===== config.mk =====
export PLATFORM = sky130hd
export DESIGN_NAME = pipe_fetch_unit
export DESIGN_NICKNAME = d
export VERILOG_FILES = /design/src/rtl/pipe_fetch_unit.sv
export SDC_FILE = /design/constraint.sdc
export NUM_CORES = 1
export LEC_CHECK = 0
export BUFFER_PORTS_ARGS = -buffer_cell sky130_fd_sc_hd__buf_4
export CAP_MARGIN = 25
export CORE_UTILIZATION = 35
export DETAILED_ROUTE_END_ITERATION = 16
export PLACE_DENSITY = 0.55
export SKIP_LAST_GASP = 1
export SLEW_MARGIN = 20
export SYNTH_ARGS = -nofsm -noshare
export SYNTH_HDL_FRONTEND = slang
export SYNTH_SLANG_ARGS = --single-unit

===== constraint.sdc =====
create_clock -name clk -period 2.06 [get_ports clk]
set_input_delay 0.206 -clock clk [delete_from_list [all_inputs] [get_ports clk]]
set_output_delay 0.206 -clock clk [all_outputs]
set_load 0.05 [all_outputs]

===== src/rtl/pipe_fetch_unit.sv =====
// pipe_fetch_unit -- IF stage of the pipelined CPU.
//
// Owns the fetch PC, the instruction-memory request handshake, a one-entry
// skid buffer and the IF/ID pipeline register. Consumes the BranchMux/IfFlush
// redirect controls from the ID-stage decoder and the hazard-unit stall.
//
// Ports:
//   clk            in   rising-edge clock
//   reset_n        in   asynchronous active-low reset (sync release expected)
//   BranchMux[1:0] in   next-PC select: 0=PC+4, 1=branch_target, 2=jump, 3=PC+4
//   IfFlush        in   squash IF/ID this cycle
//   stall          in   hold PC and IF/ID
//   branch_target  in   branch target computed in ID
//   imem_req       out  instruction-memory request valid
//   imem_addr      out  request address (stable while req=1, ready=0)
//   imem_ready     in   response valid; imem_data sampled same cycle
//   imem_data      in   instruction word
//   pc             out  current fetch PC
//   ifid_instr     out  IF/ID instruction
//   ifid_pc4       out  IF/ID PC+4
//   ifid_valid     out  IF/ID holds a real instruction
//
// Optional build macro FETCH_PERF_COUNTERS_EN adds saturating COUNT_W-bit
// outputs redirect_cnt, bubble_cnt and stall_cnt.

module pipe_fetch_unit #(
  parameter logic [31:0] RESET_PC = 32'h0000_0000,
  parameter logic [31:0] NOP_WORD = 32'h0000_0000,
  parameter int unsigned COUNT_W  = 16
) (
  input  logic        clk,
  input  logic        reset_n,
  input  logic [1:0]  BranchMux,
  input  logic        IfFlush,
  input  logic        stall,
  input  logic [31:0] branch_target,
  output logic        imem_req,
  output logic [31:0] imem_addr,
  input  logic        imem_ready,
  input  logic [31:0] imem_data,
  output logic [31:0] pc,
  output logic [31:0] ifid_instr,
  output logic [31:0] ifid_pc4,
  output logic        ifid_valid
`ifdef FETCH_PERF_COUNTERS_EN
  ,
  output logic [COUNT_W-1:0] redirect_cnt,
  output logic [COUNT_W-1:0] bubble_cnt,
  output logic [COUNT_W-1:0] stall_cnt
`endif
);

  // FETCH: request at pc outstanding.
  // KILL : an abandoned request at req_addr is still outstanding; its word
  //        must be consumed and dropped before a new address can be issued.
  // HOLD : a word arrived under stall and waits in the skid buffer.
  localparam logic [1:0] S_FETCH = 2'd0;
  localparam logic [1:0] S_KILL  = 2'd1;
  localparam logic [1:0] S_HOLD  = 2'd2;

  logic [1:0]  state, state_n;
  logic [31:0] req_addr, req_addr_n;
  logic [31:0] skid_instr, skid_instr_n;
  logic [31:0] skid_pc4, skid_pc4_n;
  logic [31:0] pc_n;
  logic [31:0] ifid_instr_n;
  logic [31:0] ifid_pc4_n;
  logic        ifid_valid_n;
  logic        load_nop;

  logic        redirect;
  logic [31:0] target;
  logic [31:0] pc_plus4;

  always_comb begin
    redirect = (BranchMux == 2'd1) || (BranchMux == 2'd2);
    if (BranchMux == 2'd2) begin
      target = {ifid_pc4[31:28], ifid_instr[25:0], 2'b00};
    end else begin
      target = branch_target;
    end
    pc_plus4 = pc + 32'd4;
  end

  // The request is gated by reset_n directly so it drops the moment reset
  // asserts, independent of the clock.
  always_comb begin
    imem_req  = reset_n && (state != S_HOLD);
    imem_addr = (state == S_KILL) ? req_addr : pc;
  end

  always_comb begin
    state_n      = state;
    pc_n         = pc;
    req_addr_n   = req_addr;
    skid_instr_n = skid_instr;
    skid_pc4_n   = skid_pc4;
    ifid_instr_n = ifid_instr;
    ifid_pc4_n   = ifid_pc4;
    ifid_valid_n = ifid_valid;
    load_nop     = 1'b0;

    case (state)
      S_FETCH: begin
        req_addr_n = pc;
        if (redirect) begin
          pc_n     = target;
          load_nop = 1'b1;
          if (!imem_ready) begin
            state_n = S_KILL;
          end
        end else if (IfFlush) begin
          // Returned word is dropped with pc unchanged, so it is refetched.
          load_nop = 1'b1;
        end else if (imem_ready) begin
          pc_n = pc_plus4;
          if (stall) begin
            skid_instr_n = imem_data;
            skid_pc4_n   = pc_plus4;
            state_n      = S_HOLD;
          end else begin
            ifid_instr_n = imem_data;
            ifid_pc4_n   = pc_plus4;
            ifid_valid_n = 1'b1;
          end
        end else if (!stall) begin
          load_nop = 1'b1;
        end
      end

      S_KILL: begin
        if (imem_ready) begin
          state_n = S_FETCH;
        end
        if (redirect) begin
          pc_n     = target;
          load_nop = 1'b1;
        end else if (IfFlush || !stall) begin
          load_nop = 1'b1;
        end
      end

      S_HOLD: begin
        if (redirect) begin
          pc_n         = target;
          load_nop     = 1'b1;
          skid_instr_n = '0;
          skid_pc4_n   = '0;
          state_n      = S_FETCH;
        end else if (IfFlush) begin
          // Skid entry is kept: pc has already moved past it.
          load_nop = 1'b1;
        end else if (!stall) begin
          ifid_instr_n = skid_instr;
          ifid_pc4_n   = skid_pc4;
          ifid_valid_n = 1'b1;
          skid_instr_n = '0;
          skid_pc4_n   = '0;
          state_n      = S_FETCH;
        end
      end

      default: begin
        state_n = S_FETCH;
      end
    endcase

    if (load_nop) begin
      ifid_instr_n = NOP_WORD;
      ifid_pc4_n   = '0;
      ifid_valid_n = 1'b0;
    end
  end

  always_ff @(posedge clk or negedge reset_n) begin
    if (!reset_n) begin
      state      <= S_FETCH;
      pc         <= RESET_PC;
      req_addr   <= RESET_PC;
      skid_instr <= '0;
      skid_pc4   <= '0;
      ifid_instr <= NOP_WORD;
      ifid_pc4   <= '0;
      ifid_valid <= 1'b0;
    end else begin
      state      <= state_n;
      pc         <= pc_n;
      req_addr   <= req_addr_n;
      skid_instr <= skid_instr_n;
      skid_pc4   <= skid_pc4_n;
      ifid_instr <= ifid_instr_n;
      ifid_pc4   <= ifid_pc4_n;
      ifid_valid <= ifid_valid_n;
    end
  end

`ifdef FETCH_PERF_COUNTERS_EN
  // A bubble is a NOP load caused by waiting on memory: either a plain wait
  // in FETCH or draining an abandoned request in KILL.
  logic bubble;

  always_comb begin
    bubble = !redirect && !IfFlush && !stall &&
             ((state == S_KILL) || ((state == S_FETCH) && !imem_ready));
  end

  always_ff @(posedge clk or negedge reset_n) begin
    if (!reset_n) begin
      redirect_cnt <= '0;
      bubble_cnt   <= '0;
      stall_cnt    <= '0;
    end else begin
      if (redirect && (redirect_cnt != '1)) begin
        redirect_cnt <= redirect_cnt + COUNT_W'(1);
      end
      if (bubble && (bubble_cnt != '1)) begin
        bubble_cnt <= bubble_cnt + COUNT_W'(1);
      end
      if (stall && (stall_cnt != '1)) begin
        stall_cnt <= stall_cnt + COUNT_W'(1);
      end
    end
  end
`else
  // COUNT_W only sizes the counter ports; referenced here so the default
  // build still uses it.
  if (COUNT_W == 0) begin : g_no_counters
  end
`endif

endmodule


Word-level counts from Yosys, hierarchy flattened
Cells that the tools add are included.
W data, S select, Z words.
{"block": "word_totals", "ff_bits": 195, "in_bits": 71, "out_inout_bits": 130, "word_cells": 112}
{"block": "op_classes", "add_sub_neg": 1, "eq_ne": 24, "mux": 65, "n_reduce_logical": 14}
{"cell": "$mux W32", "n": 33}
{"cell": "$pmux W32 S2", "n": 5}
{"cell": "$ne A3 B3 Y1 const B", "n": 13}
{"cell": "$add A32 B3 Y32 const B", "n": 1}
{"cell": "$mux W2", "n": 9}
{"cell": "$mux W1", "n": 15}
{"cell": "$reduce_and A7 Y1", "n": 2}
{"cell": "$ne A2 B2 Y1 const B", "n": 6}
{"cell": "$reduce_and A8 Y1", "n": 1}
{"cell": "$pmux W2 S3", "n": 1}
{"cell": "$reduce_and A6 Y1", "n": 1}
{"cell": "$eq A2 B1 Y1 const B", "n": 2}
{"cell": "$eq A2 B2 Y1 const B", "n": 2}
{"cell": "$reduce_and A4 Y1", "n": 1}
{"cell": "$reduce_bool A2 Y1", "n": 2}
{"cell": "$pmux W1 S3", "n": 1}
{"cell": "$reduce_bool A3 Y1", "n": 1}
{"cell": "$logic_not A2 Y1", "n": 1}
{"cell": "$logic_or A1 B1 Y1", "n": 2}
{"cell": "$ne A2 B1 Y1 const B", "n": 1}
{"cell": "$pmux W1 S2", "n": 1}
{"cell": "$reduce_or A2 Y1", "n": 1}
{"cell": "$logic_and A1 B1 Y1", "n": 1}
{"cell": "$logic_not A1 Y1", "n": 1}

Longest topological paths before layout
{"block": "logic_depth", "word_depth": 7, "mapped_depth": 11}

Worst setup path before layout
Ideal clock, no wire load.
{"block": "synth_timing", "path_kind": "reg2out", "startpoint": "reg state[1]", "endpoint": "out imem_addr[31]", "arrival_ns": 2.176, "t_required_ns": 1.854, "setup_slack_ns": -0.322, "path_stages_with_launch": 6, "n_path_buf": 2, "cell_sequence": "dfrtp_1 inv_1 ha_1 clkbuf_1 buf_1 o21ai_0"}
{"block": "synth_via", "elab_chain_cells": 2}
{"element": "from (decl)", "line": "61", "source": "logic [1:0] state, state_n;"}
{"element": "from (signal assigned)", "line": "186", "source": "state <= state_n;"}
{"element": "$eq A2 B1 Y1", "line": "89", "source": "imem_addr = (state == S_KILL) ? req_addr : pc;"}
{"element": "$mux W32", "line": "89"}
{"element": "to (decl)", "line": "38", "source": "output logic [31:0] imem_addr,"}
Every way passes these cells.

Final worst setup path
{"block": "layout_timing", "startpoint": "reg state[1]", "endpoint": "out imem_addr[5]"}
The elaborated chain is that of the path after synthesis.

==> results.md <==
- Counting the buffers created by CTS gives 17.
- The shortest period the worst path allows is 2.07 ns.
- The wire length on met1 is 15.3 mm.
- The first detailed-routing pass took 5 iterations.
- The via count of the first global-routing pass is 8623.
- The tree built by TritonCTS fans out to 195 sinks.
- The worst register-to-register path begins at state[1].
- The fraction of registers with async set or reset after synthesis is 1.00.
- The die width is 171 µm.
- The setup skew after layout is 0.0116 ns.
- The number of distinct library cells after synthesis is 67.
- CTS built an H-tree with a depth of 4.
- The die footprint is 0.0292 mm².
- The maximum number of pins on one net before global-route repair is 75.
- The met2 wire length is 16.4 mm.
- Setup violations remaining at the end of the flow were counted as 10.
- The synthesized design contains 195 register bits.
- The final period utilization is 1.00.
- Buffers placed on the I/O ports in this run total 200.
- The element type at the critical path start is a flip-flop.
- Once detail routing completed, the nets flagged for antenna violations numbered 0.
- The largest fanout of any net on the critical path is 5.
- The number of buffers between clock root and the deepest sink is 2.
- Setup repair after global routing could not meet its margin everywhere.
- In the post-route analysis, the smallest setup slack over all paths is -0.00775 ns.
- Timing analysis after detailed placement gives a worst setup slack of -0.0403 ns.
- The standard-cell row count is 61.
- Headroom to the max-slew limit came out at 0.600.
- For this run, the post-layout net count is 1379.
- The total length of routed wires is 34.1 mm.
- The number of max-slew violations in the final report came to 0.
- TritonCTS built the clock tree.
- The cell count after synthesis came out at 1046.
- The congestion estimate from routability-driven global placement came to 0.848.
- The tool flagged a number of max-cap violations equal to 0.
- The core region is 0.0279 mm².
- The total of warnings raised by yosys is 0.
- The initial antenna violation count is 0.
- The wire-length estimate of the detail-placed layout is 24.1 mm.
- In the layout the commonest cells are 273 x buf_4, 200 x nand2_1, 179 x dfrtp_1.
- A synthesized cell averages 9.53 µm².
- The wire length of the first global-routing pass is 51.0 mm.
- The most instantiated flip-flop cell in the synthesis netlist is dfrtp_1.
- The remaining design rule violation count is 0.
- Summed over all cells, the static leakage comes to 6.14 nW.
- The endpoint identified for the worst register-to-register timing path is skid_pc4[8].
- The sequential cells in the finished layout cover a total of 0.00490 mm².
- The synthesized net count is 1125.
- The worst hold path begins at branch_target[0].
- Summed over all nets, wire length on met3 after detailed routing comes to 1.78 mm.
- The layout has 2672 filler cells.
- The share of the Yosys chip area taken by registers is 0.490.
- The synthesized design contains 0 enable-type register cells.
- The maximum clock rate is 0.484 GHz.
- The top metal layer carrying routed signals is met4.
- Along the worst hold path, the cell count comes to 3.
- The checks that failed: negative setup slack.
- The number of vias per cell is 5.30.
- The power density normalized to cell area is 1500 mW/mm².
- For this run, the total global-route usage over all layers was measured as 0.232.
- The post-CTS clock slew at the launch and capture registers of the worst setup and hold paths is 0.07 ns.
- The worst hold path endpoint is pc[0].
- The maximum VDD drop is 0.508 mV.
- The length in cells of the worst reg-to-reg path is 6.
- The run finished, with violations left.
- The initial utilization of the core area, before any placement, comes to 0.357.
- The number of failing hold endpoints at the final stage is 0.
- The worst hold path belongs to the class in2reg.
- The required time of the critical path is 1.85 ns.
- The critical path start-end classification is reg2out.
- The violation count after the first detailed-routing iteration is 629.
- The final core area utilization is 0.490.
- Across all layers, the routed design uses 8966 vias.
- The kind of capture point of the worst setup path is an output port.
- Pin placement for this block handled 201 I/O pins.
- Clock tree synthesis selected as its root buffer the cell clkbuf_16.
- The worst setup slack for register-to-register paths is 0.02 ns.
- The share of final-layout standard cells stronger than drive strength 1 is 0.371.
- The signal arrival time at the worst endpoint is 1.86 ns.
- The final global-route overflow total is 0.
- The combined area of the multi-input logic cells is 0.00484 mm².
- The insertion delay to the later sink of the worst-skew pair is 0.44 ns.
- The routed wirelength normalized by instance count is 20.1 µm.
- For the pin with the worst max-slew slack, the measured transition is 0.601 ns.
- The repair_antennas step left the layout with diodes totalling 0.
- The cell area after synthesis is 0.00997 mm².
- Relative to the synthesized area, the layout overhead comes to 37.4%.
- The final hold slack is 0.0296 ns.
- Leaving out fill and tap cells, the most frequent cell in the layout is buf_4.
- The die extent in y is 171 µm.
==> cells by family (layout without fill, tap and decap cells) <==
group,count (synthesis),count (layout),synth area share
multiplexers,90,90,0.0988
buffers and inverters,106,372,0.0448
AO/OA/AOI/OAI,254,254,0.167
flip-flops,195,195,0.490
AND/OR/NAND/NOR,367,368,0.167
adder cells (fa/ha/maj),8,8,0.0100
XOR/XNOR,26,26,0.0228
==> per-stage QoR <==
stage | instances | total power [mW] | setup TNS [ns] | instance area [µm²]
2_1_floorplan | 1046 | 12.7 | -4.46 | 10100
3_3_place_gp | 1647 | 16.4 | 0 | 12700
3_5_place_dp | 1647 | 16.5 | -0.301 | 12700
4_1_cts | 1687 | 20.2 | -0.316 | 13500
5_1_grt | 1691 | 21.7 | -1.33 | 13700
6_report | 1691 | 20.6 | -0.0381 | 13700
==> per-layer routing <==
layer	vias to the layer above	global-route usage
met1	4446	0.320
met4	0	0.0615
met5	-	0
li1	4209	-
met2	283	0.379
met3	28	0.0354
==> power by group <==
| group | switching (mW) | internal, mW |
|---|---|---|
| sequential | 0.828 | 5.10 |
| clock | 1.68 | 1.73 |
| combinational | 6.92 | 4.29 |
| total | 9.43 | 11.1 |
==> sequential cells by signal, summed over array words and instances, names as in the netlist <==
signal,count
skid_pc4,32
req_addr,32
skid_instr,32
ifid_instr,32
state,2
pc,32
ifid_valid,1
ifid_pc4,32
==> Yosys cell counts, types with 9 or more instances <==
master | count | share of area
a21oi_1 | 44 | 0.022
buf_2 | 17 | 0.0085
clkbuf_1 | 57 | 0.021
nor2_1 | 64 | 0.024
xor2_1 | 10 | 0.0088
nand2_1 | 200 | 0.075
o22a_1 | 9 | 0.0079
dfrtp_1 | 195 | 0.49
o21ai_0 | 83 | 0.042
buf_1 | 9 | 0.0034
mux2i_1 | 23 | 0.023
o221ai_1 | 10 | 0.0088
o21ai_2 | 10 | 0.0088
nand3_1 | 21 | 0.011
nand2b_1 | 9 | 0.0056
inv_1 | 17 | 0.0064
o22ai_1 | 11 | 0.0069
xnor2_1 | 16 | 0.014
a311oi_1 | 32 | 0.028
o31ai_1 | 10 | 0.0075
mux2_2 | 67 | 0.076
nor3_1 | 15 | 0.0075
nand4_1 | 20 | 0.013
==> how the worst max path moves through the flow <==
stage / cells after the start / slack (ns) / from / end
after global routing: 5 / -0.06 / state[1] / imem_addr[30]
after CTS: 5 / -0.04 / state[1] / imem_addr[2]
after global placement: 8 / 0.03 / BranchMux[1] / ifid_instr[24]
final: 5 / -0.008 / state[1] / imem_addr[5]
after floorplan: 5 / -0.24 / state[1] / imem_addr[13]
after detailed placement: 8 / -0.04 / BranchMux[1] / ifid_instr[4]
==> worst max-delay path, stage by stage (launching register included) <==
cell	delay, ns
dfrtp_1	0.40
inv_2	0.11
ha_2	0.22
buf_4	0.16
mux2_2	0.35
buf_4	0.19
==> layout make-up <==
class | count | share of cell area
sequential | 195 | 0.358
clock inverter | 15 | 0.0119
clock buffer | 17 | 0.0311
inverter | 18 | 0.00493
timing repair buffer | 322 | 0.206
multi-input combinational | 746 | 0.354
tap | 378 | 0.0345
==> timing repair <==
item | in CTS | in global routing
hold endpoints to repair | 149 | 0
pin swaps | 3 | 7
setup endpoints to repair | 46 | 128
cloned | 2 | 3
hold buffers | 1 | 0
buffers inserted | 6 | 2
resized for setup | 16 | 45
(Power assumes the default switching activity.)
